===== config.mk =====
export PLATFORM = sky130hd
export DESIGN_NAME = ram_check_fsm_flat
export DESIGN_NICKNAME = d
export VERILOG_FILES = /design/src/rtl/ram_check_fsm_if.sv /design/src/rtl/ram_check_fsm.sv /design/src/flat_wrapper.sv
export SDC_FILE = /design/constraint.sdc
export NUM_CORES = 1
export LEC_CHECK = 0
export ABC_AREA = 1
export CAP_MARGIN = 10
export CORE_MARGIN = 3
export CORE_UTILIZATION = 55
export DETAILED_ROUTE_END_ITERATION = 10
export DONT_BUFFER_PORTS = 1
export PLACE_DENSITY_LB_ADDON = 0.1
export SLEW_MARGIN = 15
export SYNTH_ARGS = -nofsm -noshare
export SYNTH_HDL_FRONTEND = slang
export SYNTH_SLANG_ARGS = --single-unit
export TNS_END_PERCENT = 100

===== constraint.sdc =====
create_clock -name clk -period 2.3 [get_ports clk]
set_clock_uncertainty 0.15 [all_clocks]
set_input_delay 0.46 -clock clk [delete_from_list [all_inputs] [get_ports clk]]
set_output_delay 0.46 -clock clk [all_outputs]
set_load 0.1 [all_outputs]

===== src/rtl/ram_check_fsm_if.sv =====
// Bus between the S-memory read checker and its environment.
// The master side is the checker. It drives the read address and the
// status/results. The slave side is the controller plus the memory,
// which drive start and rd_data.
interface ram_check_fsm_if #(
   parameter int ADDR_W = 8
);
   logic              start;
   logic [ADDR_W-1:0] address;
   logic [ADDR_W-1:0] rd_data;
   logic              busy;
   logic              fin_strobe;
   logic              pass;
   logic [ADDR_W:0]   err_count;
   logic [ADDR_W-1:0] first_err_addr;

   modport master (
      input  start, rd_data,
      output address, busy, fin_strobe, pass, err_count, first_err_addr
   );

   modport slave (
      output start, rd_data,
      input  address, busy, fin_strobe, pass, err_count, first_err_addr
   );
endinterface


===== src/rtl/ram_check_fsm.sv =====
// S-memory self-test reader.
// On start, the block sweeps the read port over every address. It checks
// that each returned byte equals its own address, which is the identity
// permutation. At the end it reports pass, the mismatch count and the
// first failing address, and pulses fin_strobe for one cycle.
module ram_check_fsm #(
   parameter int ADDR_W     = 8,
   parameter int RD_LATENCY = 1
) (
   input  logic clk,
   input  logic rst,
   ram_check_fsm_if.master bus
);

   typedef enum logic [1:0] {
      S_IDLE,
      S_READ,
      S_DRAIN,
      S_DONE
   } state_t;

   localparam logic [ADDR_W-1:0] ADDR_MAX   = '1;
   localparam int                DW         = (RD_LATENCY > 1) ? $clog2(RD_LATENCY) : 1;
   localparam logic [DW-1:0]     DRAIN_LAST = DW'(RD_LATENCY - 1);

   state_t            state_q;
   logic [ADDR_W-1:0] address_q;
   logic              busy_q;
   logic              fin_q;
   logic              pass_q;
   logic [ADDR_W:0]   err_q;
   logic [ADDR_W-1:0] first_q;
   logic [DW-1:0]     drain_q;

   // Compare pipeline. Each entry carries the address that was issued,
   // aligned with the memory read latency.
   logic              vld_q [RD_LATENCY];
   logic [ADDR_W-1:0] tag_q [RD_LATENCY];

   logic              cmp_valid;
   logic [ADDR_W-1:0] cmp_tag;
   logic              mismatch;
   logic [ADDR_W:0]   err_d;
   logic [ADDR_W-1:0] first_d;

   assign cmp_valid = vld_q[RD_LATENCY-1];
   assign cmp_tag   = tag_q[RD_LATENCY-1];
   assign mismatch  = cmp_valid && (bus.rd_data != cmp_tag);

   // Next error count and first failing address from the compare at the chain output
   always_comb begin
      err_d   = err_q;
      first_d = first_q;
      if (mismatch) begin
         err_d = err_q + 1'b1;
         if (err_q == '0) begin
            first_d = cmp_tag;
         end
      end
   end

   // Stage 0: issue one entry for every cycle spent in READ
   always_ff @(posedge clk or posedge rst) begin
      if (rst) begin
         vld_q[0] <= 1'b0;
         tag_q[0] <= '0;
      end else begin
         vld_q[0] <= (state_q == S_READ);
         tag_q[0] <= address_q;
      end
   end

   generate
      for (genvar gi = 1; gi < RD_LATENCY; gi++) begin : g_stage
         // Later stages: plain delay so the tag lines up with rd_data
         always_ff @(posedge clk or posedge rst) begin
            if (rst) begin
               vld_q[gi] <= 1'b0;
               tag_q[gi] <= '0;
            end else begin
               vld_q[gi] <= vld_q[gi-1];
               tag_q[gi] <= tag_q[gi-1];
            end
         end
      end
   endgenerate

   // Sweep sequencer with registered outputs and result accumulation
   always_ff @(posedge clk or posedge rst) begin
      if (rst) begin
         state_q   <= S_IDLE;
         address_q <= '0;
         busy_q    <= 1'b0;
         fin_q     <= 1'b0;
         pass_q    <= 1'b0;
         err_q     <= '0;
         first_q   <= '0;
         drain_q   <= '0;
      end else begin
         // The chain is empty in IDLE and DONE, so this update is a
         // hold in those states.
         err_q   <= err_d;
         first_q <= first_d;
         case (state_q)
            S_IDLE: begin
               fin_q <= 1'b0;
               if (bus.start) begin
                  state_q   <= S_READ;
                  address_q <= '0;
                  err_q     <= '0;
                  first_q   <= '0;
                  pass_q    <= 1'b0;
                  busy_q    <= 1'b1;
               end
            end
            S_READ: begin
               if (address_q == ADDR_MAX) begin
                  // Address holds at max. No wrap is issued.
                  state_q <= S_DRAIN;
                  drain_q <= '0;
               end else begin
                  address_q <= address_q + 1'b1;
               end
            end
            S_DRAIN: begin
               if (drain_q == DRAIN_LAST) begin
                  // The final compare happens on this edge, so the
                  // verdict is taken from err_d.
                  state_q <= S_DONE;
                  fin_q   <= 1'b1;
                  pass_q  <= (err_d == '0);
               end else begin
                  drain_q <= drain_q + 1'b1;
               end
            end
            S_DONE: begin
               fin_q   <= 1'b0;
               busy_q  <= 1'b0;
               state_q <= S_IDLE;
            end
            default: begin
               state_q <= S_IDLE;
            end
         endcase
      end
   end

   assign bus.address        = address_q;
   assign bus.busy           = busy_q;
   assign bus.fin_strobe     = fin_q;
   assign bus.pass           = pass_q;
   assign bus.err_count      = err_q;
   assign bus.first_err_addr = first_q;

endmodule


===== src/flat_wrapper.sv =====
// flat-port wrapper written by rule: the top's interface ports become plain ports
module ram_check_fsm_flat 
#(
   parameter int ADDR_W     = 8,
   parameter int RD_LATENCY = 1
)
  (clk, rst, bus_start, bus_rd_data, bus_address, bus_busy, bus_fin_strobe, bus_pass, bus_err_count, bus_first_err_addr);
  ram_check_fsm_if #(.ADDR_W(ADDR_W)) bus_i ();
  input  logic clk;
  input  logic rst;
  input wire logic [$bits(bus_i.start)-1:0] bus_start;
  input wire logic [$bits(bus_i.rd_data)-1:0] bus_rd_data;
  output wire logic [$bits(bus_i.address)-1:0] bus_address;
  output wire logic [$bits(bus_i.busy)-1:0] bus_busy;
  output wire logic [$bits(bus_i.fin_strobe)-1:0] bus_fin_strobe;
  output wire logic [$bits(bus_i.pass)-1:0] bus_pass;
  output wire logic [$bits(bus_i.err_count)-1:0] bus_err_count;
  output wire logic [$bits(bus_i.first_err_addr)-1:0] bus_first_err_addr;
  assign bus_i.start = bus_start;
  assign bus_i.rd_data = bus_rd_data;
  assign bus_address = bus_i.address;
  assign bus_busy = bus_i.busy;
  assign bus_fin_strobe = bus_i.fin_strobe;
  assign bus_pass = bus_i.pass;
  assign bus_err_count = bus_i.err_count;
  assign bus_first_err_addr = bus_i.first_err_addr;
  ram_check_fsm #(.ADDR_W(ADDR_W), .RD_LATENCY(RD_LATENCY)) u_core (.clk(clk), .rst(rst), .bus(bus_i));
endmodule

==> impl_metrics.tcl <==
set metrics [dict create \
    startpoint_type "flip-flop" \
    cts_root_buf "clkbuf_4" \
    p_leak_nw 1.19 \
    final_max_slew_viol_count 0 \
    diodes 0 \
    h-tree-depth 2 \
    vdd_drop_max_mv 0.880 \
    final_cell_mix "nand2_1, inv_1, dfrtp_1" \
    io_buffer_count 0 \
    grt_pass1_wl_um 7080 \
    nFillCells 305 \
    syn-num-nets 265 \
    via_count 1635 \
    die_width_um 66.2 \
    synth-seq-cells 39 \
    path_max_fanout 2 \
    clk_pin_slew_ps 110 \
    synth.distinct_cells 25 \
    grt_max_degree 40 \
    rsz0062_at_grt "no" \
    ctsResizeCount 0 \
    syn_inst 246 \
    die_y_um 66.2 \
    wl_um 3920 \
    fin_crit_sh 0.825 \
    die_area_mm2 0.00439 \
    cts_tree "built" \
    slew_headroom 0.407 \
    worst_pin_slew_ps 890 \
    hold_class "in2reg" \
    final_layout_size_suffix_gt1_frac 0.154 \
    core_mm2 0.00342 \
    viasPerCell 5.02 \
    areaGrowthSynthToFinish_pct 15.6 \
    firstDrtPassIters 4 \
    start_util 0.584 \
    crit_required_ps 1690 \
    clk_latency_ps 340 \
    clkSinkCount 39 \
    routedWlPerCell_um 12.0 \
    layout_commonest_cell "nand2_1" \
    period_needed_ps 1900 \
    antenna_left 0 \
    syn_area_mm2 0.00200 \
    clockBufferDepth 2 \
    overflow 0 \
    route.detailed.drc 0 \
    maxCapViolations 0 \
    finalNetCount 298 \
    rows 21 \
    setup_violations 0 \
    grt_pass1_vias 1614 \
    antenna_found_initial 0 \
    power_mw 2.94 \
    crit_arrival_ps 1290 \
    p_per_area_mw_per_mm2 1280 \
    synth.yosys.warnings 0 \
    endpoint_kind "primary output" \
    synth.yosys.seq_area_share 0.489 \
    tns_ps 0 \
    critPathKind "reg2out" \
    first_iter_violations 113 \
    gp_congestion 0.881 \
    finalHoldViolCount 0 \
    dp_hpwl_um 3020 \
    numCtsBuffers 5 \
    syn_area_per_cell_um2 8.11 \
    io_pins 39 \
    grt_usage 0.212 \
    max_freq_mhz 527 \
    outcome "complete, no violations" \
]
## where the power goes
part           switching [mW]  internal [mW]  total, mW
combinational            1.21          0.378       1.59
clock                   0.221          0.118      0.339
sequential              0.177          0.837       1.01
total                    1.61           1.33       2.94
## synth_stat cells, drive strengths merged
| cell | n | share of area |
|---|---|---|
| nand4 | 2 | 0.0063 |
| buf | 2 | 0.0094 |
| clkbuf | 1 | 0.0019 |
| nor3 | 3 | 0.0075 |
| a21oi | 9 | 0.028 |
| ha | 8 | 0.050 |
| o31ai | 1 | 0.0038 |
| nor2 | 36 | 0.069 |
| xnor2 | 5 | 0.022 |
| mux2 | 1 | 0.0056 |
| xor2 | 5 | 0.022 |
| dfrtp | 39 | 0.49 |
| o22ai | 1 | 0.0031 |
| nand3 | 16 | 0.043 |
| nand3b | 1 | 0.0038 |
| nand2 | 60 | 0.11 |
| o21ai | 17 | 0.043 |
| inv | 37 | 0.070 |
| nor4 | 2 | 0.0094 |
## flip-flops by register name, indices dropped and copies added, names as in the netlist
register                   cells
u_core.bus.address             8
u_core.bus.busy                1
u_core.bus.err_count           9
u_core.bus.fin_strobe          1
u_core.bus.first_err_addr      8
u_core.bus.pass                1
u_core.cmp_tag                 8
u_core.cmp_valid               1
u_core.state_q                 2
## worst paths after layout
kind | start | end | slack, ps | depth (start not counted)
min in group asynchronous | rst | u_core.bus.err_count[0]$_DFF_PP0_ | 510 | 3
max in group asynchronous | rst | u_core.bus.address[1]$_DFFE_PP0P_ | 1150 | 3
min reg2reg | u_core.cmp_tag[2]$_DFF_PP0_ | u_core.bus.first_err_addr[2]$_DFF_PP0_ | 400 | 2
min | bus_start | u_core.bus.busy$_DFFE_PP0P_ | 180 | 3
max reg2reg | u_core.bus.err_count[0]$_DFF_PP0_ | u_core.bus.first_err_addr[0]$_DFF_PP0_ | 440 | 8
max | u_core.bus.fin_strobe$_DFFE_PP0P_ | bus_fin_strobe | 400 | 0
## logic make-up after synthesis
kind of cell | share of synthesized area
AND/OR/NAND/NOR | 0.253
XOR/XNOR | 0.0439
adder cells (fa/ha/maj) | 0.0502
AO/OA/AOI/OAI | 0.0777
flip-flops | 0.489
multiplexers | 0.00564
buffers and inverters | 0.0809
## what timing repair did
item	4_1_cts	5_1_grt
buffers inserted	0	0
endpoints found under the hold margin	39	0
hold buffers	1	0
## routing by layer
layer | global-route usage | vias to the layer above | wire length [um]
met5 | 0 | - | 0
met4 | 0.0736 | 0 | 42
met3 | 0.0629 | 6 | 272
met2 | 0.337 | 52 | 1860
met1 | 0.274 | 746 | 1750
li1 | - | 831 | -
## area by class of cell
cell class,instances,area [um2],share of cell area
clock buffers,6,41.3,0.0179
clock inverters,2,12.5,0.00542
inverters,37,139,0.0602
multi-input cells,167,858,0.372
flip-flops and latches,39,978,0.424
well taps,46,57.6,0.0249
repair buffers,29,220,0.0954
## metrics by stage
stage	std cells	utilization	setup WS (ps)	instance area, um2	hold WS (ps)
after detailed placement	317	0.657	456	2240	344
after global routing	326	0.675	217	2310	233
after global placement	317	0.657	450	2240	343
final	326	0.675	402	2310	176
after floorplan	246	-	3.93	2000	351
after CTS	326	0.675	391	2310	179
## worst min-delay path: stages
cell     delay [ps]
o21ai_0          60
o21ai_0          80
inv_1            40
Note: power is estimated with default switching activity, not from simulation.
